**src/rtl/nibble_serial_sub_if.sv**
```systemverilog
// nibble_serial_sub_if: request/result bundle for nibble_serial_sub.
// Optional macro: SUB_OVF_EN adds the signed-overflow flag ovf.
//
// Handshake: start is accepted on a rising clk edge only while busy is low
// (IDLE or DONE). Operands a, b and bin are captured on that edge. A start
// seen while busy is high is dropped, not queued. Each accepted start yields
// exactly one done, a single-cycle strobe on which d/bout (and ovf) are
// valid. Those outputs then hold until the next completion or reset.
interface nibble_serial_sub_if #(
   parameter int WIDTH = 16
);
   logic             start;
   logic [WIDTH-1:0] a;
   logic [WIDTH-1:0] b;
   logic             bin;
   logic             busy;
   logic             done;
   logic [WIDTH-1:0] d;
   logic             bout;
`ifdef SUB_OVF_EN
   logic             ovf;
`endif
   logic [1:0]       dbg_state;

`ifdef SUB_OVF_EN
   modport master (output start, a, b, bin,
                   input  busy, done, d, bout, ovf, dbg_state);
   modport slave  (input  start, a, b, bin,
                   output busy, done, d, bout, ovf, dbg_state);
`else
   modport master (output start, a, b, bin,
                   input  busy, done, d, bout, dbg_state);
   modport slave  (input  start, a, b, bin,
                   output busy, done, d, bout, dbg_state);
`endif
endinterface

```
**src/rtl/nibble_serial_sub.sv**
```systemverilog
// nibble_serial_sub: WIDTH-bit a - b - bin computed four bits per clock.
// Each cycle one borrow-lookahead nibble stage runs and its borrow-out is
// registered for the next nibble, so the per-cycle path is independent of
// WIDTH. Latency is WIDTH/4 cycles from start acceptance to done.
// Optional macro: SUB_OVF_EN enables the registered signed-overflow output.
module nibble_serial_sub #(
   parameter int WIDTH = 16
) (
   input logic               clk,
   input logic               rst,
   nibble_serial_sub_if.slave bus
);
   localparam int N  = WIDTH / 4;
   localparam int KW = (N > 1) ? $clog2(N) : 1;

   typedef enum logic [1:0] {
      IDLE = 2'd0,
      RUN  = 2'd1,
      DONE = 2'd2
   } state_t;

   state_t           state, state_nxt;
   logic [WIDTH-1:0] a_r, b_r;      // operands, shifted right one nibble per cycle
   logic [WIDTH-1:0] acc;           // difference nibbles, filled from the top
   logic             c_r;           // borrow into the current nibble
   logic [KW-1:0]    k;             // nibble index
   logic [WIDTH-1:0] d_r;
   logic             bout_r;
`ifdef SUB_OVF_EN
   logic             a_msb, b_msb;
   logic             ovf_r;
`endif

   logic             accept;
   logic             last;
   logic [3:0]       na, nb, g, p, nd;
   logic [4:0]       c;
   logic [WIDTH+3:0] acc_cat;
   logic [WIDTH-1:0] acc_next;

   assign accept = (state != RUN) && bus.start;
   assign last   = (k == KW'(N - 1));

   // State register; reset aborts any run in progress.
   always_ff @(posedge clk or posedge rst) begin
      if (rst) state <= IDLE;
      else     state <= state_nxt;
   end

   // Next-state: IDLE and DONE both accept start; RUN lasts N cycles.
   always_comb begin
      state_nxt = state;
      case (state)
         IDLE, DONE: state_nxt = bus.start ? RUN : IDLE;
         RUN:        state_nxt = last ? DONE : RUN;
         default:    state_nxt = IDLE;
      endcase
   end

   // One 4-bit borrow-lookahead stage on the low nibble of the operands.
   always_comb begin
      na   = a_r[3:0];
      nb   = b_r[3:0];
      g    = ~na & nb;
      p    = ~(na ^ nb);
      c[0] = c_r;
      c[1] = g[0] | (p[0] & c[0]);
      c[2] = g[1] | (p[1] & g[0]) | (p[1] & p[0] & c[0]);
      c[3] = g[2] | (p[2] & g[1]) | (p[2] & p[1] & g[0]) | (p[2] & p[1] & p[0] & c[0]);
      c[4] = g[3] | (p[3] & g[2]) | (p[3] & p[2] & g[1]) | (p[3] & p[2] & p[1] & g[0])
             | (p[3] & p[2] & p[1] & p[0] & c[0]);
      nd       = na ^ nb ^ c[3:0];
      acc_cat  = {nd, acc};
      acc_next = acc_cat[WIDTH+3:4];
   end

   // Operand capture, per-nibble progress, and result registers that only
   // change on the final RUN cycle so d is never seen half-built.
   always_ff @(posedge clk or posedge rst) begin
      if (rst) begin
         a_r    <= '0;
         b_r    <= '0;
         acc    <= '0;
         c_r    <= 1'b0;
         k      <= '0;
         d_r    <= '0;
         bout_r <= 1'b0;
`ifdef SUB_OVF_EN
         a_msb  <= 1'b0;
         b_msb  <= 1'b0;
         ovf_r  <= 1'b0;
`endif
      end else if (accept) begin
         a_r   <= bus.a;
         b_r   <= bus.b;
         acc   <= '0;
         c_r   <= bus.bin;
         k     <= '0;
`ifdef SUB_OVF_EN
         a_msb <= bus.a[WIDTH-1];
         b_msb <= bus.b[WIDTH-1];
`endif
      end else if (state == RUN) begin
         a_r <= a_r >> 4;
         b_r <= b_r >> 4;
         acc <= acc_next;
         c_r <= c[4];
         k   <= k + KW'(1);
         if (last) begin
            d_r    <= acc_next;
            bout_r <= c[4];
`ifdef SUB_OVF_EN
            ovf_r  <= (a_msb != b_msb) && (acc_next[WIDTH-1] != a_msb);
`endif
         end
      end
   end

   assign bus.busy      = (state == RUN);
   assign bus.done      = (state == DONE);
   assign bus.d         = d_r;
   assign bus.bout      = bout_r;
   assign bus.dbg_state = state;
`ifdef SUB_OVF_EN
   assign bus.ovf       = ovf_r;
`endif
endmodule
```
**src/flat_wrapper.sv**
```systemverilog
// flat-port wrapper written by rule: the top's interface ports become plain ports
module nibble_serial_sub_flat 
#(
   parameter int WIDTH = 16
)
  (clk, rst, bus_start, bus_a, bus_b, bus_bin, bus_busy, bus_done, bus_d, bus_bout, bus_dbg_state);
  nibble_serial_sub_if #(.WIDTH(WIDTH)) bus_i ();
  input logic clk;
  input logic rst;
  input wire logic [$bits(bus_i.start)-1:0] bus_start;
  input wire logic [$bits(bus_i.a)-1:0] bus_a;
  input wire logic [$bits(bus_i.b)-1:0] bus_b;
  input wire logic [$bits(bus_i.bin)-1:0] bus_bin;
  output wire logic [$bits(bus_i.busy)-1:0] bus_busy;
  output wire logic [$bits(bus_i.done)-1:0] bus_done;
  output wire logic [$bits(bus_i.d)-1:0] bus_d;
  output wire logic [$bits(bus_i.bout)-1:0] bus_bout;
  output wire logic [$bits(bus_i.dbg_state)-1:0] bus_dbg_state;
  assign bus_i.start = bus_start;
  assign bus_i.a = bus_a;
  assign bus_i.b = bus_b;
  assign bus_i.bin = bus_bin;
  assign bus_busy = bus_i.busy;
  assign bus_done = bus_i.done;
  assign bus_d = bus_i.d;
  assign bus_bout = bus_i.bout;
  assign bus_dbg_state = bus_i.dbg_state;
  nibble_serial_sub #(.WIDTH(WIDTH)) u_core (.clk(clk), .rst(rst), .bus(bus_i));
endmodule
```
**config.mk**
```make
export PLATFORM = sky130hd
export DESIGN_NAME = nibble_serial_sub_flat
export DESIGN_NICKNAME = d
export VERILOG_FILES = /design/src/rtl/nibble_serial_sub_if.sv /design/src/rtl/nibble_serial_sub.sv /design/src/flat_wrapper.sv
export SDC_FILE = /design/constraint.sdc
export NUM_CORES = 1
export LEC_CHECK = 0
export BUFFER_PORTS_ARGS = -buffer_cell sky130_fd_sc_hd__buf_4
export CAP_MARGIN = 0
export CORE_ASPECT_RATIO = 0.9
export CORE_UTILIZATION = 40
export DETAILED_ROUTE_END_ITERATION = 16
export GPL_TIMING_DRIVEN = 0
export PLACE_DENSITY = 0.65
export SLEW_MARGIN = 20
export SYNTH_ARGS = -nofsm -noshare
export SYNTH_HDL_FRONTEND = slang
export SYNTH_SLANG_ARGS = --single-unit
```
**constraint.sdc**
```tcl
create_clock -name clk -period 2.2 [get_ports clk]
set_clock_uncertainty 0.1 [all_clocks]
set_input_delay 0 -clock clk [delete_from_list [all_inputs] [get_ports clk]]
set_output_delay 0 -clock clk [all_outputs]
set_load 0.02 [all_outputs]
```
==> results_dict.tcl, run 1 <==
set metrics [dict create \
    core_area_mm2 0.00711 \
    grt_start_max_net_pins 57 \
    path_clk_slew_ns 0.07 \
    drtPass1Iterations 4 \
    dr_wl_met3_um 288 \
    status "finished, final reports clean" \
    synth_fa_ha_area_frac 0.0321 \
    antenna_found_initial 0 \
    syn_avg_cell_area_um2 11.3 \
    clk_latency_ns 0.34 \
    die_w_um 92.7 \
    worstReg2RegStart "u_core.a_r[0]" \
    register_area_mm2 0.00165 \
    postCtsSetupRepairBufs 0 \
    cp-end-kind "register" \
    timing.final.hold_violations 0 \
    synth_compound_area_frac 0.0863 \
    synth_top_family_by_area "multiplexers" \
    vias 2208 \
    dpl.hpwl_um 4260 \
    fin_nets 409 \
    wl_per_cell_um 13.4 \
    muxShareOfSynthArea 0.176 \
    synth_nets 306 \
    grt_pass1_vias 2269 \
    netlist_instances 263 \
    synth_simple_gate_area_frac 0.0922 \
    highest_layer "met4" \
    reg2regPathDepth 6 \
    wl_met2_um 2910 \
    period_share 0.761 \
    htreeDepth 3 \
    cts_tree "yes" \
    slew_headroom 0.677 \
    grt_setup_unrepaired "false" \
    period_needed_ns 1.67 \
    grt_usage 0.179 \
    root_buffer "clkbuf_8" \
    drt-total-wl_um 6200 \
    place_congestion 0.721 \
    grt_overflow 0 \
    cts-buffers-inserted 9 \
    ys_ff_latch 66 \
    worstPathRequired_ns 2.32 \
    synthTopCellsByArea "dfrtp_1, mux2i_1, o21ai_0" \
    peakVddDrop_mv 0.639 \
    ant_nets 0 \
    cts_resized 0 \
    drt-initial-drc-count 80 \
    min_path_type "input pin to asynchronous set/reset pin" \
    power.density_mw_per_mm2 1290 \
    maxCapViolations 0 \
    cts.sinks 66 \
    synth_xor_area_frac 0.00888 \
    die_y_um 83.6 \
    design_area_mm2 0.00407 \
    finalPower_w 0.00523 \
    fillers 642 \
    vias_per_cell 4.77 \
    start_kind "register" \
    crit_type "register to register" \
    synth_top_cell_by_area "dfrtp_1" \
    io_buffers 55 \
    r2r-end "u_core.bus.d[15]" \
    antenna_cells 0 \
    netlist_area_mm2 0.00296 \
    worstMarginPinSlew_ns 0.485 \
    initial_core_util 0.416 \
    setup_violations 0 \
    ctsHoldBuffers 36 \
    drive_gt1_frac 0.268 \
    finalMaxSlewViolations 0 \
    yosys.area.top_type_share 0.558 \
    fmax_ghz 0.598 \
    crit_arrival_ns 1.79 \
    worst-path-max-fanout 3 \
    areaGrowthSynthToFinish_pct 37.5 \
    dieArea_mm2 0.00775 \
    drc 0 \
    synth_cell_types 26 \
    r2r_slack_ns 0.53 \
    grt_pass1_wl_um 10700 \
    multiInputGateArea_mm2 0.00117 \
    ioPinCount 57 \
    p_leak_nw 2.03 \
    cts_max_path_buffers 2 \
    synth_warnings 0 \
    rows 29 \
    wirelength_met1_um 2890 \
    dpl-instance-area_mm2 0.00352 \
    yosysSeqAreaShare 0.558 \
]
==> cells in the final DEF (no fill, tap or decap) <==
master          n
dfrtp_1        66
mux2_2          1
fa_1            1
a21oi_1         3
mux2_4         12
o21ai_0        42
mux2i_1        33
buf_4          59
nand2b_4        1
dlygate4sd3_1  36
clkbuf_8       13
clkbuf_1        5
buf_6           2
buf_16          1
inv_1           8
xor2_1          1
a22oi_1         1
ha_1            6
nand2_4         1
inv_4           1
nand2_1        49
a21o_1          1
o22ai_1         1
nor2b_1         1
nand3_1         4
a2bb2oi_1       1
xnor2_1         2
nor2_1         10
buf_2           6
clkinvlp_4      1
clkinv_2        1
==> synthesized netlist by cell type (all sizes together) <==
library cell / number
nor2: 10
dfrtp: 66
nand2b: 1
mux2i: 33
fa: 1
mux2: 13
o22ai: 1
a21o: 1
inv: 9
xor2: 1
ha: 6
clkbuf: 4
buf: 12
nand2: 50
xnor2: 2
nand3: 4
clkinv: 1
a2bb2oi: 1
o21ai: 42
a21oi: 3
nor2b: 1
a22oi: 1
==> cell families after synthesis <==
logic type | count (synthesis)
and+or+nand+nor | 66
xor gates and xnor gates | 3
muxes | 46
DFF | 66
buffers and inverters | 26
adders and majority gates | 7
AOI/OAI and AO/OA | 49
==> critical path, cell delays in order, from the launching register on <==
cell,delay (ns)
dfrtp_1,0.40
inv_1,0.08
ha_1,0.30
a21oi_1,0.07
o21ai_0,0.28
xor2_1,0.22
o21ai_0,0.10
==> state kept, by name, indices dropped and copies added (netlist names) <==
name and cells:
u_core.bus.d 16, u_core.bus.bout 1, u_core.b_r 16, u_core.acc 12, u_core.bus.dbg_state 2, u_core.a_r 16, u_core.c_r 1, u_core.k 2
==> power breakdown <==
part / total, W / switching, W / internal (W)
registers: 0.00207 / 0.000333 / 0.00173
logic: 0.00221 / 0.00120 / 0.00101
clock network: 0.000951 / 0.000425 / 0.000527
total: 0.00523 / 0.00196 / 0.00327
==> worst max-delay path by stage <==
stage	depth (start not counted)	to	from
floorplan	1	u_core.a_r[0]	rst
global placement	2	u_core.b_r[8]	rst
detailed placement	6	u_core.bus.d[15]	u_core.a_r[0]
CTS	6	u_core.bus.d[15]	u_core.a_r[0]
global route	6	u_core.bus.d[15]	u_core.a_r[0]
finish	6	u_core.bus.d[15]	u_core.a_r[0]
==> per-stage QoR <==
step,TNS [ns],hold WS (ns),setup slack [ns],util,cells
finish,0,0.0210,0.527,0.572,463
global route,0,0.0152,0.358,0.572,463
CTS,0,0.00274,0.512,0.572,463
detailed placement,0,-0.177,0.523,0.495,412
global placement,-25.71,0.141,-0.392,0.491,411
floorplan,0,0.0563,0.445,-,263
==> layout make-up <==
cell class	count	share of cell area
Clock buffer	14	0.0449
Sequential cell	66	0.406
Multi-Input combinational cell	171	0.288
Tap cell	93	0.0286
Clock inverter	1	0.00185
Buffer	16	0.0240
Timing Repair Buffer	92	0.197
Inverter	10	0.0101
==> metal layers <==
metal,global-route usage,vias to the layer above
met5,0,-
met4,0.0601,0
met3,0.0592,10
met2,0.290,54
met1,0.226,1047
li1,-,1097
(Power assumes the default switching activity.)
==> run 2: changes to the inputs <==
--- a/config.mk
+++ b/config.mk
@@ -11,7 +11,7 @@
 export CORE_UTILIZATION = 40
 export DETAILED_ROUTE_END_ITERATION = 16
 export GPL_TIMING_DRIVEN = 0
-export PLACE_DENSITY = 0.65
+export PLACE_DENSITY = 0.67
 export SLEW_MARGIN = 20
 export SYNTH_ARGS = -nofsm -noshare
 export SYNTH_HDL_FRONTEND = slang
==> constraint.sdc (replaced) <==
create_clock -name clk -period 1.5 [get_ports clk]
set_clock_uncertainty 0.1 [all_clocks]
set_input_delay 0 -clock clk [delete_from_list [all_inputs] [get_ports clk]]
set_output_delay 0 -clock clk [all_outputs]
set_load 0.02 [all_outputs]
==> results_dict.tcl, run 2 (synthesis results as in run 1) <==
set metrics [dict create \
    cts.sinks 66 \
    min_path_type "input pin to register" \
    ioPinCount 57 \
    vias_per_cell 4.82 \
    areaGrowthSynthToFinish_pct 44.4 \
    drive_gt1_frac 0.341 \
    drt-total-wl_um 6670 \
    power.density_mw_per_mm2 1980 \
    grt_pass1_wl_um 11300 \
    setup_ws_ns -0.0547 \
    worstMarginPinSlew_ns 0.462 \
    maxCapViolations 0 \
    place_congestion 0.782 \
    grt_start_max_net_pins 30 \
    wl_per_cell_um 14.1 \
    violations "negative setup slack" \
    worst-path-max-fanout 3 \
    grt_setup_unrepaired "true" \
    start_kind "register" \
    period_needed_ns 1.55 \
    grt_pass1_vias 2366 \
    dieArea_mm2 0.00775 \
    root_buffer "clkbuf_8" \
    path_clk_slew_ns 0.07 \
    period_share 1.04 \
    fin_util 0.601 \
    setup_violations 3 \
    slew_headroom 0.691 \
    peakVddDrop_mv 0.960 \
    ant_nets 0 \
    cts_tree "yes" \
    p_leak_nw 2.11 \
    layout_commonest_cell "buf_4" \
    drt-initial-drc-count 90 \
    drc 0 \
    cp-end-kind "register" \
    dp_cells 413 \
    grt_usage 0.191 \
    fin_nets 419 \
    clk_latency_ns 0.35 \
    design_area_mm2 0.00427 \
    cts_max_path_buffers 2 \
    timing.final.hold_violations 0 \
    post-place-ws_ns -0.195 \
    grt_overflow 0 \
    final_cell_mix "buf_4, dfrtp_1, nand2_1" \
    fmax_ghz 0.643 \
    drtPass1Iterations 4 \
    status "finished, violations left" \
    dpl.hpwl_um 4400 \
    vias 2283 \
    htreeDepth 3 \
    io_buffers 55 \
    dpl-instance-area_mm2 0.00354 \
    core_area_mm2 0.00711 \
    crit_arrival_ns 1.68 \
    initial_core_util 0.416 \
    cts-buffers-inserted 9 \
    die_y_um 83.6 \
    antenna_found_initial 0 \
    worstPathRequired_ns 1.63 \
    post_layout_nonfiller_instances 474 \
    rows 29 \
    finalMaxSlewViolations 0 \
    die_w_um 92.7 \
    crit_type "register to register" \
    antenna_cells 0 \
]
-- run 2: cell types whose count changed in the layout (fill, tap and decap cells not counted), moves of 4 or more --
cell,delta
ha_1,-5
o21ai_0,-5
buf_4,+8
o21ai_1,+4
clkbuf_1,-4
-- run 2: per-stage QoR --
step	power (W)	hold slack (ns)	TNS [ns]
final	0.00847	0.0188	-0.0752
after floorplan	0.00512	0.0440	0
after global placement	0.00611	0.141	-0.593
after CTS	0.00827	0.00756	-0.0864
after detailed placement	0.00625	-0.0578	-0.827
after global routing	0.00904	0.0223	-0.259
-- run 2: worst paths after layout --
path	from	to	slack [ns]	depth (start not counted)
max	u_core.b_r[0]	u_core.bus.d[12]	-0.05	4
min	bus_start	u_core.c_r	0.02	3
max reg2reg	u_core.b_r[0]	u_core.bus.d[12]	-0.05	4
min reg2reg	u_core.a_r[10]	u_core.a_r[6]	0.38	2
max in group asynchronous	rst	u_core.b_r[13]	0.51	5
min in group asynchronous	rst	u_core.acc[15]	0.12	3
-- run 2: final cells by class --
| class | instances | area [um2] |
|---|---|---|
| Sequential cell | 66 | 1650 |
| Clock buffer | 10 | 138 |
| Tap cell | 93 | 116 |
| Fill cell | 621 | 2840 |
| Timing Repair Buffer | 102 | 892 |
| Multi-Input combinational cell | 171 | 1250 |
| Inverter | 10 | 43.8 |
| Clock inverter | 6 | 66.3 |
| Buffer | 16 | 113 |
-- run 2: report_power, final --
part / switching, W / internal (W) / leakage, nW
logic: 0.00201 / 0.00192 / 1.17
registers: 0.000491 / 0.00254 / 0.842
clock network: 0.000694 / 0.000811 / 0.0945
-- run 2: what timing repair did --
action / 4_1_cts / 5_1_grt
setup buffers: 3 / 6
gates cloned: 0 / 0
hold buffers: 36 / 0
pin swaps: 6 / 10
endpoints found under the hold margin: 70 / 0
setup endpoints to repair: 8 / 45
gates resized for setup: 18 / 15
-- run 2: layer usage --
metal	wire (um)	up-vias	share of wire	track usage
met5	0	-	0	0
met4	107	0	0.016	0.0615
met3	363	12	0.054	0.0701
met2	3290	70	0.49	0.314
met1	2910	1088	0.44	0.233
li1	-	1113	-	-
-- run 2: worst max-delay path, cell delays in order, from the launching register on --
cell	delay [ns]
dfrtp_1	0.42
buf_6	0.14
inv_2	0.04
fa_2	0.45
mux2_4	0.28
==> run 3: changes to the inputs <==
--- a/config.mk
+++ b/config.mk
@@ -7,11 +7,13 @@
 export LEC_CHECK = 0
 export BUFFER_PORTS_ARGS = -buffer_cell sky130_fd_sc_hd__buf_4
 export CAP_MARGIN = 0
+export CELL_PAD_IN_SITES_DETAIL_PLACEMENT = 1
+export CELL_PAD_IN_SITES_GLOBAL_PLACEMENT = 1
 export CORE_ASPECT_RATIO = 0.9
-export CORE_UTILIZATION = 40
+export CORE_UTILIZATION = 39
 export DETAILED_ROUTE_END_ITERATION = 16
 export GPL_TIMING_DRIVEN = 0
-export PLACE_DENSITY = 0.67
+export PLACE_DENSITY = 0.8
 export SLEW_MARGIN = 20
 export SYNTH_ARGS = -nofsm -noshare
 export SYNTH_HDL_FRONTEND = slang
==> results_dict.tcl, run 3 (synthesis results as in run 1) <==
set metrics [dict create \
    crit_arrival_ns 1.65 \
    startpoint "u_core.a_r[0]" \
    worst-path-max-fanout 2 \
    drc 0 \
    start_kind "register" \
    power.density_mw_per_mm2 2100 \
    core_area_mm2 0.00718 \
    vias_per_cell 5.00 \
    pwr-share-comb 0.460 \
    peakVddDrop_mv 0.739 \
    pwr-share-seq 0.341 \
    period_needed_ns 1.53 \
    crit_end "u_core.acc[14]" \
    grt_usage 0.217 \
    initial_core_util 0.412 \
    cts_tree "yes" \
    areaGrowthSynthToFinish_pct 44.9 \
    cp-end-kind "register" \
    crit_type "register to register" \
    clk_latency_ns 0.34 \
    ant_nets 0 \
    cts_max_path_buffers 2 \
    antenna_cells 0 \
    place_congestion 0.754 \
    path_clk_slew_ns 0.07 \
    r2r-end "u_core.acc[14]" \
    min_path_type "input pin to register" \
    setup_ws_ns -0.0329 \
    p_leak_nw 2.13 \
    pwr-share-clk 0.199 \
    worstMarginPinSlew_ns 0.449 \
    r2r_slack_ns -0.03 \
    drt-initial-drc-count 46 \
    dpl.hpwl_um 5080 \
    die_y_um 84.6 \
    drtPass1Iterations 4 \
    reg2regPathDepth 6 \
    status "finished, violations left" \
    maxCapViolations 0 \
    drive_gt1_frac 0.342 \
    rows 29 \
    htreeDepth 3 \
    sw_frac_of_total 0.379 \
    setup_violations 5 \
    dieArea_mm2 0.00794 \
    slew_headroom 0.700 \
    fmax_ghz 0.652 \
    drt-total-wl_um 8020 \
    hold_ws_ns 0.0207 \
    power_switching_w 0.00340 \
    io_buffers 55 \
    ioPinCount 57 \
    die_w_um 93.8 \
    p_int_w 0.00558 \
    grt_setup_unrepaired "true" \
    root_buffer "clkbuf_8" \
    worstPathRequired_ns 1.62 \
    fin_nets 415 \
    cts-buffers-inserted 9 \
    vias 2351 \
    grt_pass1_vias 2635 \
    final_cell_mix "buf_4, dfrtp_1, nand2_1" \
    layout_commonest_cell "buf_4" \
    cts.sinks 66 \
    wl_per_cell_um 17.1 \
    grt_pass1_wl_um 12900 \
    grt_start_max_net_pins 29 \
    post-place-ws_ns -0.269 \
    worstReg2RegStart "u_core.a_r[0]" \
    violations "negative setup slack" \
    period_share 1.02 \
    finalMaxSlewViolations 0 \
    antenna_found_initial 0 \
    timing.final.hold_violations 0 \
    grt_overflow 0 \
    fin_util 0.597 \
]
run 3: worst max-delay path: stages (launching register included):
cell and delay, ns:
dfrtp_1 0.41, inv_2 0.10, ha_4 0.21, a21o_1 0.17, a21oi_2 0.17, xnor2_2 0.15, o21ai_1 0.10
run 3: final cells by class:
type,instances,area (um2)
tap,93,116
clock buffer,10,128
sequential,66,1650
timing repair buffer,98,853
inverter,10,42.5
multi-input combinational,171,1270
buffer,16,120
fill,776,2900
clock inverter,6,105
run 3: how the worst min path moves through the flow:
stage,startpoint,end,depth (start not counted)
2_1_floorplan,rst,u_core.a_r[0],1
3_3_place_gp,bus_a[15],u_core.a_r[15],3
3_5_place_dp,rst,u_core.bus.d[11],2
4_1_cts,bus_start,u_core.b_r[10],3
5_1_grt,bus_start,u_core.b_r[11],3
6_report,bus_start,u_core.b_r[10],3
run 3: power by group through the flow:
stage	logic (W)	clock network (W)	registers (W)
after CTS	0.00383	0.00182	0.00307
after global placement	0.00310	0	0.00303
after floorplan	0.00192	0	0.00320
final	0.00413	0.00178	0.00307
after detailed placement	0.00327	0	0.00308
after global routing	0.00451	0.00188	0.00316
run 3: timing repair:
action	in CTS	in global routing
hold endpoints to repair	76	0
endpoints found under the setup margin	13	47
buffers inserted	5	2
pin swaps	9	4
resized for setup	17	17
hold buffers	34	0
run 3: metal layers:
metal | wire (um) | up-vias | track usage
li1 | - | 1101 | -
met1 | 3280 | 1182 | 0.250
met2 | 4300 | 57 | 0.393
met3 | 318 | 11 | 0.0634
met4 | 114 | 0 | 0.0517
met5 | 0 | - | 0
run 3: through the flow:
step	area [um2]	std cells	power, W	TNS, ns
after CTS	4220	468	0.00872	-0.161
after global placement	3490	411	0.00613	-0.738
after floorplan	2960	263	0.00512	0
after global routing	4290	470	0.00955	-0.870
after detailed placement	3540	413	0.00635	-1.25
final	4290	470	0.00899	-0.0758
